`src/rtl/instr_issue_pkg.sv`:
```
// Shared constants, issue FSM encoding and decode helpers for the instruction-issue front end.
package instr_issue_pkg;

    localparam int INSTR_W = 16;

    localparam logic [2:0] OPC_ALU = 3'b101;
    localparam logic [2:0] OPC_MOV = 3'b110;

    localparam logic [1:0] MOV_OP_REG = 2'b00;
    localparam logic [1:0] MOV_OP_IMM = 2'b10;

    localparam logic [2:0] NSEL_RN = 3'b100;
    localparam logic [2:0] NSEL_RD = 3'b010;
    localparam logic [2:0] NSEL_RM = 3'b001;

    typedef enum logic [1:0] {
        ST_IDLE  = 2'b00,
        ST_START = 2'b01,
        ST_EXEC  = 2'b10
    } issue_state_e;

    function automatic logic is_legal(input logic [INSTR_W-1:0] instr);
        logic legal;
        case (instr[15:13])
            OPC_ALU: legal = 1'b1;
            OPC_MOV: legal = (instr[12:11] == MOV_OP_REG) || (instr[12:11] == MOV_OP_IMM);
            default: legal = 1'b0;
        endcase
        return legal;
    endfunction

endpackage

```
`src/rtl/instr_issue_if.sv`:
```
// Producer and controller-facing signals of the issue front end; master is the issuing side.
interface instr_issue_if;
    import instr_issue_pkg::*;

    logic                in_valid;
    logic [INSTR_W-1:0]  in_instr;
    logic                in_ready;
    logic                w;
    logic                s;
    logic [2:0]          nsel;
    logic [2:0]          opcode;
    logic [1:0]          op;
    logic [2:0]          readnum;
    logic [2:0]          writenum;
    logic [15:0]         sximm5;
    logic [15:0]         sximm8;
    logic [1:0]          shift;
    logic [1:0]          ALUop;

    modport master (
        input  in_valid, in_instr, w, nsel,
        output in_ready, s, opcode, op, readnum, writenum, sximm5, sximm8, shift, ALUop
    );

    modport slave (
        output in_valid, in_instr, w, nsel,
        input  in_ready, s, opcode, op, readnum, writenum, sximm5, sximm8, shift, ALUop
    );
endinterface

```
`src/rtl/instr_fifo.sv`:
```
// Synchronous FIFO with head-of-queue read; no empty bypass, so a pushed word is visible next cycle.
module instr_fifo #(
    parameter int DEPTH = 4,
    parameter int WIDTH = 16,
    localparam int AW   = $clog2(DEPTH),
    localparam int CW   = $clog2(DEPTH + 1)
) (
    input  logic             clk,
    input  logic             rst_n,
    input  logic             i_push,
    input  logic [WIDTH-1:0] i_wdata,
    input  logic             i_pop,
    output logic [WIDTH-1:0] o_rdata,
    output logic             o_full,
    output logic             o_empty,
    output logic [CW-1:0]    o_count
);
    logic [WIDTH-1:0] r_mem [DEPTH];
    logic [AW-1:0]    r_wr_ptr;
    logic [AW-1:0]    r_rd_ptr;
    logic [CW-1:0]    r_count;
    logic             w_do_push;
    logic             w_do_pop;

    assign o_full    = (r_count == CW'(DEPTH));
    assign o_empty   = (r_count == {CW{1'b0}});
    assign o_count   = r_count;
    assign o_rdata   = r_mem[r_rd_ptr];
    assign w_do_push = i_push & ~o_full;
    assign w_do_pop  = i_pop & ~o_empty;

    // Storage, pointers and occupancy; power-of-two depth lets the pointers wrap naturally.
    always_ff @(posedge clk or negedge rst_n) begin
        if (!rst_n) begin
            for (int i = 0; i < DEPTH; i++) begin
                r_mem[i] <= {WIDTH{1'b0}};
            end
            r_wr_ptr <= {AW{1'b0}};
            r_rd_ptr <= {AW{1'b0}};
            r_count  <= {CW{1'b0}};
        end else begin
            if (w_do_push) begin
                r_mem[r_wr_ptr] <= i_wdata;
                r_wr_ptr        <= r_wr_ptr + AW'(1);
            end
            if (w_do_pop) begin
                r_rd_ptr <= r_rd_ptr + AW'(1);
            end
            case ({w_do_push, w_do_pop})
                2'b10:   r_count <= r_count + CW'(1);
                2'b01:   r_count <= r_count - CW'(1);
                default: r_count <= r_count;
            endcase
        end
    end

endmodule

```
`src/rtl/instr_issue.sv`:
```
// Issue front end: queues instruction words, screens illegal ones and starts the controller
// one instruction at a time with the s/w handshake, decoding the held IR for the datapath.
module instr_issue
    import instr_issue_pkg::*;
#(
    parameter int DEPTH = 4
) (
    input  logic                       clk,
    input  logic                       reset,
    instr_issue_if.master              bus,
    output logic [$clog2(DEPTH+1)-1:0] count,
    output logic                       busy,
    output logic                       err_illegal
);
    logic [INSTR_W-1:0] w_head;
    logic               w_full;
    logic               w_empty;
    logic               w_head_legal;
    logic               w_pop;
    logic [2:0]         w_sel;

    issue_state_e       r_state;
    logic [INSTR_W-1:0] r_ir;
    logic               r_seen_low;
    logic               r_s;
    logic               r_err;
    logic               r_busy;

    instr_fifo #(
        .DEPTH (DEPTH),
        .WIDTH (INSTR_W)
    ) u_fifo (
        .clk     (clk),
        .rst_n   (reset),
        .i_push  (bus.in_valid),
        .i_wdata (bus.in_instr),
        .i_pop   (w_pop),
        .o_rdata (w_head),
        .o_full  (w_full),
        .o_empty (w_empty),
        .o_count (count)
    );

    assign bus.in_ready = ~w_full;
    assign w_head_legal = is_legal(w_head);
    // Illegal heads are dropped without waiting for the controller.
    assign w_pop = (r_state == ST_IDLE) && !w_empty && (!w_head_legal || bus.w);

    // Issue FSM: owns IR, the start pulse, the discard pulse and the busy flag.
    always_ff @(posedge clk or negedge reset) begin
        if (!reset) begin
            r_state    <= ST_IDLE;
            r_ir       <= {INSTR_W{1'b0}};
            r_seen_low <= 1'b0;
            r_s        <= 1'b0;
            r_err      <= 1'b0;
            r_busy     <= 1'b0;
        end else begin
            r_s   <= 1'b0;
            r_err <= 1'b0;
            case (r_state)
                ST_IDLE: begin
                    if (!w_empty && !w_head_legal) begin
                        r_err <= 1'b1;
                    end else if (!w_empty && bus.w) begin
                        r_ir       <= w_head;
                        r_state    <= ST_START;
                        r_s        <= 1'b1;
                        r_busy     <= 1'b1;
                        r_seen_low <= 1'b0;
                    end else begin
                        r_state <= ST_IDLE;
                    end
                end
                ST_START: begin
                    r_state <= ST_EXEC;
                end
                ST_EXEC: begin
                    // w must have dropped at least once before a high w means "done".
                    if (bus.w && r_seen_low) begin
                        r_state    <= ST_IDLE;
                        r_seen_low <= 1'b0;
                        r_busy     <= 1'b0;
                    end else if (!bus.w) begin
                        r_seen_low <= 1'b1;
                    end else begin
                        r_seen_low <= r_seen_low;
                    end
                end
                default: begin
                    r_state    <= ST_IDLE;
                    r_seen_low <= 1'b0;
                    r_busy     <= 1'b0;
                end
            endcase
        end
    end

    // Register-number mux; any non-one-hot select reads register 0.
    always_comb begin
        w_sel = 3'b000;
        case (bus.nsel)
            NSEL_RN: w_sel = r_ir[10:8];
            NSEL_RD: w_sel = r_ir[7:5];
            NSEL_RM: w_sel = r_ir[2:0];
            default: w_sel = 3'b000;
        endcase
    end

    assign bus.s        = r_s;
    assign err_illegal  = r_err;
    assign busy         = r_busy;
    assign bus.opcode   = r_ir[15:13];
    assign bus.op       = r_ir[12:11];
    assign bus.ALUop    = r_ir[12:11];
    assign bus.shift    = r_ir[4:3];
    assign bus.sximm5   = {{11{r_ir[4]}}, r_ir[4:0]};
    assign bus.sximm8   = {{8{r_ir[7]}}, r_ir[7:0]};
    assign bus.readnum  = w_sel;
    assign bus.writenum = w_sel;

endmodule

```
`src/flat_wrapper.sv`:
```
// flat-port wrapper written by rule: the top's interface ports become plain ports
module instr_issue_flat import instr_issue_pkg::*;
#(
    parameter int DEPTH = 4
)
  (clk, reset, count, busy, err_illegal, bus_in_valid, bus_in_instr, bus_w, bus_nsel, bus_in_ready, bus_s, bus_opcode, bus_op, bus_readnum, bus_writenum, bus_sximm5, bus_sximm8, bus_shift, bus_ALUop);
  instr_issue_if bus_i ();
  input  logic clk;
  input  logic reset;
  output logic [$clog2(DEPTH+1)-1:0] count;
  output logic busy;
  output logic err_illegal;
  input wire logic [$bits(bus_i.in_valid)-1:0] bus_in_valid;
  input wire logic [$bits(bus_i.in_instr)-1:0] bus_in_instr;
  input wire logic [$bits(bus_i.w)-1:0] bus_w;
  input wire logic [$bits(bus_i.nsel)-1:0] bus_nsel;
  output wire logic [$bits(bus_i.in_ready)-1:0] bus_in_ready;
  output wire logic [$bits(bus_i.s)-1:0] bus_s;
  output wire logic [$bits(bus_i.opcode)-1:0] bus_opcode;
  output wire logic [$bits(bus_i.op)-1:0] bus_op;
  output wire logic [$bits(bus_i.readnum)-1:0] bus_readnum;
  output wire logic [$bits(bus_i.writenum)-1:0] bus_writenum;
  output wire logic [$bits(bus_i.sximm5)-1:0] bus_sximm5;
  output wire logic [$bits(bus_i.sximm8)-1:0] bus_sximm8;
  output wire logic [$bits(bus_i.shift)-1:0] bus_shift;
  output wire logic [$bits(bus_i.ALUop)-1:0] bus_ALUop;
  assign bus_i.in_valid = bus_in_valid;
  assign bus_i.in_instr = bus_in_instr;
  assign bus_i.w = bus_w;
  assign bus_i.nsel = bus_nsel;
  assign bus_in_ready = bus_i.in_ready;
  assign bus_s = bus_i.s;
  assign bus_opcode = bus_i.opcode;
  assign bus_op = bus_i.op;
  assign bus_readnum = bus_i.readnum;
  assign bus_writenum = bus_i.writenum;
  assign bus_sximm5 = bus_i.sximm5;
  assign bus_sximm8 = bus_i.sximm8;
  assign bus_shift = bus_i.shift;
  assign bus_ALUop = bus_i.ALUop;
  instr_issue #(.DEPTH(DEPTH)) u_core (.clk(clk), .reset(reset), .bus(bus_i), .count(count), .busy(busy), .err_illegal(err_illegal));
endmodule
```
`config.mk`:
```
export PLATFORM = sky130hd
export DESIGN_NAME = instr_issue_flat
export DESIGN_NICKNAME = d
export VERILOG_FILES = /design/src/rtl/instr_issue_pkg.sv /design/src/rtl/instr_issue_if.sv /design/src/rtl/instr_fifo.sv /design/src/rtl/instr_issue.sv /design/src/flat_wrapper.sv
export SDC_FILE = /design/constraint.sdc
export NUM_CORES = 1
export LEC_CHECK = 0
export BUFFER_PORTS_ARGS = -buffer_cell sky130_fd_sc_hd__buf_2
export CORE_ASPECT_RATIO = 0.5
export CORE_MARGIN = 1
export CORE_UTILIZATION = 58
export CTS_BUF_LIST = sky130_fd_sc_hd__clkbuf_8
export CTS_CLUSTER_DIAMETER = 40
export CTS_CLUSTER_SIZE = 16
export DETAILED_ROUTE_END_ITERATION = 10
export GPL_TIMING_DRIVEN = 0
export PLACE_DENSITY_LB_ADDON = 0.25
export SETUP_SLACK_MARGIN = 0.02
export SLEW_MARGIN = 5
export SYNTH_ARGS = -nofsm -noshare
export SYNTH_HDL_FRONTEND = slang
export SYNTH_SLANG_ARGS = --single-unit
```
`constraint.sdc`:
```
create_clock -name clk -period 3.6 [get_ports clk]
set_input_delay 0.18 -clock clk [delete_from_list [all_inputs] [get_ports clk]]
set_output_delay 0.18 -clock clk [all_outputs]
set_load 0.01 [all_outputs]
```
==> results of run 1 <==
-- sequential cells by signal (all words and copies together), names as in the netlist --
| register | flops |
|---|---|
| u_core.u_fifo.r_wr_ptr | 2 |
| u_core.bus.s | 1 |
| u_core.r_ir | 16 |
| u_core.r_state | 2 |
| u_core.u_fifo.o_count | 3 |
| u_core.busy | 1 |
| u_core.u_fifo.r_rd_ptr | 2 |
| u_core.u_fifo.r_mem | 64 |
| u_core.err_illegal | 1 |
| u_core.r_seen_low | 1 |
-- critical path, cell delays in order (launching register included) --
cell      delay, ps
dfrtp_1         360
clkbuf_1        480
mux4_2          450
and4bb_4        250
a211o_1         350
inv_1            90
ha_1            190
inv_1            70
fa_1            380
xor2_1          170
nor2_1          140
xor2_1          170
-- per-layer routing --
metal / up-vias / part of all wire / global-route usage
met5: - / 0 / 0
met4: 0 / 0.011 / 0.0813
met3: 12 / 0.046 / 0.0687
met2: 73 / 0.49 / 0.405
met1: 1406 / 0.46 / 0.322
li1: 1247 / - / -
-- cells in the final DEF (no fill, tap or decap), drive strengths merged --
cell type and instances:
buf 123, dfrtp 93, mux2 78, clkbuf 19
mux4 16, inv 12, nand2 12, o21ai 8
ha 5, nor2 3, a22oi 3, xnor2 3
mux2i 3, nand2b 3, clkinv 3, nor3 2
nor2b 2, a21oi 2, xor2 2, a21boi 1
and4bb 1, nor4bb 1, or3 1, a211o 1
nor3b 1, and3b 1, nor4 1, or2 1
o211ai 1, o31ai 1, o311a 1, o311ai 1
fa 1, bufinv 1, dlygate4sd3 1
-- layout make-up --
| class | count | area (sq um) |
|---|---|---|
| repair buffers | 78 | 420 |
| flip-flops and latches | 93 | 2330 |
| clock buffers | 12 | 165 |
| multi-input cells | 156 | 1710 |
| inverters | 12 | 45.0 |
| fillers | 504 | 2160 |
| clock inverters | 4 | 45.0 |
| well taps | 96 | 120 |
| plain buffers | 53 | 383 |
-- report_power, final --
group	switching (mW)	leakage [nW]	internal [mW]
clock network	0.344	0.112	0.374
registers	0.350	1.11	1.59
logic	1.10	1.30	1.49
-- worst min-delay path by stage --
| stage | start | to | slack (ps) |
|---|---|---|---|
| 5_1_grt | bus_in_instr[3] | u_core.u_fifo.r_mem[3] | 80 |
| 2_1_floorplan | reset | u_core.bus.s | -120 |
| 3_5_place_dp | reset | u_core.u_fifo.o_count[2] | 150 |
| 6_report | bus_in_instr[2] | u_core.u_fifo.r_mem[50] | 90 |
| 4_1_cts | bus_in_instr[14] | u_core.u_fifo.r_mem[62] | 70 |
| 3_3_place_gp | bus_in_instr[13] | u_core.u_fifo.r_mem[61] | 450 |
-- kinds of logic after synthesis --
family,Yosys count,synth area share
AND/OR/NAND/NOR,29,0.0356
XOR/XNOR,5,0.00982
flip-flops,93,0.522
buffers and inverters,65,0.0959
AO/OA/AOI/OAI,19,0.0300
adder cells (fa/ha/maj),6,0.0185
multiplexers,97,0.289
-- metrics by stage --
step                      hold WS, ps  instances  power, mW  utilization  setup slack (ps)
final                            91.7        504       5.24        0.707               436
after global routing             79.5        504       5.57        0.707               286
after CTS                        74.8        504       5.27        0.707               468
after detailed placement          146        487       4.55        0.677               495
after global placement            450        486       4.34        0.673               638
after floorplan                  -116        314       3.77            -               930
-- timing repair --
item / CTS / global route
hold buffers: 1 / 0
endpoints found under the hold margin: 30 / 0
resized for setup: 0 / 0
==> results.md, run 1 <==
- GP Congestion: between 0.7 and 0.8
- Top FF cell, synth: dfrtp_1
- Reg-to-reg slack, setup: 440 ps
- Setup crit end kind: flip-flop
- Antenna cells: 0
- Element type at the critical path start: flip-flop
- Final instance area: roughly 5200 sq um
- Layout cell share with drive strength beyond 1: 0.578
- Post-synth EDFFs: 0
- Power Density: about 1000 nW/um^2
- Antenna violations before repair: 0
- Initial Utilization: 0.605
- Syn Inst Count: between 300 and 400
- RSZ-0062 raised after global routing: no
- Wire length per cell: around 18 um
- Die width: ~130 um
- Die area: approximately 8000 sq um
- Max VDD drop: 0.550 mV
- Fin crit period: 3160 ps
- First-pass GRT wire length: approximately 15 mm
- Worst Hold Class: primary input to flip-flop
- Clock latency on the worst-skew pair: between 300 and 400 ps
- Port Buffer Count: 76
- Most common cell in the synthesized netlist: dfrtp_1
- Tcrit/Tclk final: 0.879
- # DRC: 0
- WP data arrival: about 3400 ps
- Cell Area, Synth: between 4000 and 5000 sq um
- Register-to-Register Path Depth: 11
- CTS Root Cell: clkbuf_8
- Overflow after GRT: 0
- Dpl cell area: roughly 5000 sq um
- Post-synth cell types: 36
- Crit Path Max Fanout: 10
- FF-to-FF Start: u_core.u_fifo.r_rd_ptr[1]
- Critical path origin: u_core.u_fifo.r_rd_ptr[1]
- Share of the synthesized area in the top cell type: 0.522
- Clk pin slew, worst setup/hold paths: 90 ps
- Die height: approximately 64 um
- Area contributors post-synth: dfrtp_1 (52%), mux2_2 (18%), mux4_2 (8.1%)
- Worst slew pin tran: 842 ps
- First DRT Iteration DRCs: ~140
- Leak pwr: ~2.5 nW
- Maximum capacitance violations: 0
- # H-tree levels: 3
- Max-slew headroom: 0.439
- Routed vias: about 2,700
- Max Clock Freq: around 320 MHz
- Ys async rst share: 1.00
- Dpl hpwl: ~6.6 mm
- Final hold violations: 0
- Worst setup path class: flip-flop to flip-flop
- Vias in the first global route: 2,810
- DRT Pass-1 Iters: 4
- CP Capture Point: u_core.u_fifo.o_count[2]
- WHS Path Cells: 2
- Antenna-violating nets left: 0
- Core region area: 7380 sq um
- Syn. warnings: 0
- Final Skew: approximately 9 ps
- Setup TNS Final: 0 ps
- WP data required: about 3900 ps
- Routed WL: 9.04 mm
- Avg Cell Area, Syn: approximately 14 sq um
- Area growth syn-to-layout: 16.8%
- GRT Util Overall: 0.247
- Synthesized Nets: roughly 340
- Post-synth top cells: dfrtp_1 (93), mux2_2 (73), buf_4 (44)
- Num rows: 22
- Outcome: completed
- Register area share after synthesis: 0.522
- Clock sinks: 93
- I/O pins: 77
- Final Max Tran Viols: 0
- Setup violators final: 0
- Leading area contributor after synthesis: dfrtp_1
- Synthesis-stage register bit count: 93
- CTS tree: done
- Post-CTS Setup Inserts: 0
- Number of vias per cell: approximately 5.4
- Largest net degree at the start of global routing: 64
- R2R Path End: u_core.u_fifo.o_count[2]
- Inserted Clock Buffers: 9
- Longest Clk Path Bufs: 2
- Nets: 432
Note: power is estimated with default switching activity, not from simulation.
==> inputs of run 2 (changes only) <==
CORE_UTILIZATION = 40   (was 58)
==> results.md, run 2 (synthesis results as in run 1) <==
- Outcome: completed
- First DRT Iteration DRCs: 86
- R2R Path End: u_core.u_fifo.o_count[2]
- Final hold violations: 0
- Routed WL: 8.31 mm
- Routed vias: ~2,600
- Element type at the critical path start: flip-flop
- Commonest non-fill, non-tap cell in the layout: dfrtp_1
- Number of vias per cell: approximately 4.8
- Max VDD drop: 0.420 mV
- Setup crit end kind: flip-flop
- I/O pins: 77
- Reg-to-reg slack, setup: approximately 560 ps
- # H-tree levels: 3
- Die area: about 12,000 sq um
- Antenna cells: 0
- Die width: around 150 um
- Core region area: 10,500 sq um
- Max-slew headroom: 0.417
- RSZ-0062 raised after global routing: no
- Power Density: 968 nW/um^2
- Leak pwr: 2.51 nW
- Worst slew pin tran: 875 ps
- Register-to-Register Path Depth: 11
- Fin crit period: roughly 3000 ps
- # DRC: 0
- Tcrit/Tclk final: 0.845
- Clk pin slew, worst setup/hold paths: roughly 80 ps
- Worst setup path class: flip-flop to flip-flop
- Antenna-violating nets left: 0
- WP data arrival: ~3300 ps
- Final Max Tran Viols: 0
- FF-to-FF Start: u_core.u_fifo.r_rd_ptr[1]
- Crit path max-delay family: buffers and inverters
- GP Congestion: between 0.7 and 0.8
- DRT Pass-1 Iters: 4
- Nets: approximately 430
- Layout cell share with drive strength beyond 1: 0.576
- Hold Path End: u_core.u_fifo.r_mem[17]
- Hold_sp: bus_in_instr[1]
- Worst Hold Class: primary input to flip-flop
- Buf/Inv on CP: 3
- Max Clock Freq: about 330 MHz
- Final Power: between 5 and 6 mW
- Initial Utilization: 0.425
- Clock sinks: 93
- Final Skew: about 5.4 ps
- WP data required: slightly below 4000 ps
- Port Buffer Count: 76
- Critical path's largest stage delay: slightly above 500 ps
- Num rows: 26
- Setup violators final: 0
- Die height: 76.7 um
- Wire length per cell: around 15 um
- Clock latency on the worst-skew pair: around 360 ps
- Inserted Clock Buffers: 9
- Longest Clk Path Bufs: 2
- Overflow after GRT: 0
- Area growth syn-to-layout: 17.6%
- Vias in the first global route: 2,512
- GRT Util Overall: 0.154
- Filler cells: 928
- Dpl hpwl: a little under 6 mm
- First-pass GRT wire length: approximately 13 mm
- Antenna violations before repair: 0
- CTS tree: done
- CP max-delay cell: clkbuf_1
- Setup WS pre-CTS: 588 ps
- CTS Root Cell: clkbuf_8
- Commonest cells after routing, fill and taps aside: dfrtp_1 (93), buf_2 (75), mux2_2 (73)
- Max reg flops: 64
- Final worst-path setup slack: between 500 and 600 ps
- Cells along the critical path: clkbuf_1 > mux4_2 > and4bb_4 > a211o_1 > inv_1 > ha_1 > inv_1 > fa_1 > xor2_1 > nor2_1 > xor2_1
- Cts repair resizes: 0
- Most flop-heavy register: u_core.u_fifo.r_mem
- WHS Path Cells: 2
- Crit Path Max Fanout: 10
- Largest net degree at the start of global routing: 50
- Setup TNS Final: 0 ps
- Maximum capacitance violations: 0
run 2: power by group:
group          leakage, nW  internal, mW  switching [mW]  total, mW
clock network        0.107         0.333           0.345      0.678
logic                 1.30          1.48            1.01       2.49
registers             1.11          1.58           0.326       1.91
total                 2.51          3.40            1.68       5.08
run 2: worst max path at each step:
stage | depth (start not counted) | start | end
2_1_floorplan | 11 | u_core.u_fifo.r_rd_ptr[0] | u_core.u_fifo.o_count[2]
3_3_place_gp | 11 | u_core.u_fifo.r_rd_ptr[1] | u_core.u_fifo.o_count[2]
3_5_place_dp | 11 | u_core.u_fifo.r_rd_ptr[1] | u_core.u_fifo.o_count[2]
4_1_cts | 11 | u_core.u_fifo.r_rd_ptr[1] | u_core.u_fifo.o_count[2]
5_1_grt | 11 | u_core.u_fifo.r_rd_ptr[1] | u_core.u_fifo.o_count[2]
6_report | 11 | u_core.u_fifo.r_rd_ptr[1] | u_core.u_fifo.o_count[2]
run 2: area by class of cell:
cell class | count | area [sq um] | share of cell area
Tap cell | 140 | 175 | 0.0334
Multi-Input combinational cell | 156 | 1710 | 0.325
Clock inverter | 6 | 53.8 | 0.0103
Sequential cell | 93 | 2330 | 0.443
Inverter | 12 | 45.0 | 0.00858
Buffer | 53 | 383 | 0.0729
Clock buffer | 10 | 138 | 0.0262
Timing Repair Buffer | 78 | 420 | 0.0801
run 2: repair_timing:
action,CTS,global route
setup buffers,0,0
hold buffers,1,0
endpoints found under the hold margin,44,0
run 2: per-layer routing:
metal	routed length (um)	global-route usage
met4	80	0.0480
met5	0	0
met3	514	0.0482
met2	3620	0.229
met1	4090	0.214
run 2: per-stage QoR:
stage / utilization / area, sq um / hold slack (ps) / std cells
after floorplan: - / 4460 / -116 / 314
after global placement: 0.477 / 5020 / 455 / 530
after detailed placement: 0.480 / 5050 / 233 / 531
after CTS: 0.500 / 5250 / 66.8 / 548
after global routing: 0.500 / 5250 / 73.3 / 548
final: 0.500 / 5250 / 85.0 / 548
run 2: worst reg2reg max path, cell delays in order (launching register included):
cell	delay, ps
dfrtp_1	350
clkbuf_1	510
mux4_2	440
and4bb_4	240
a211o_1	330
inv_1	70
ha_1	190
inv_1	70
fa_1	370
xor2_1	150
nor2_1	120
xor2_1	150
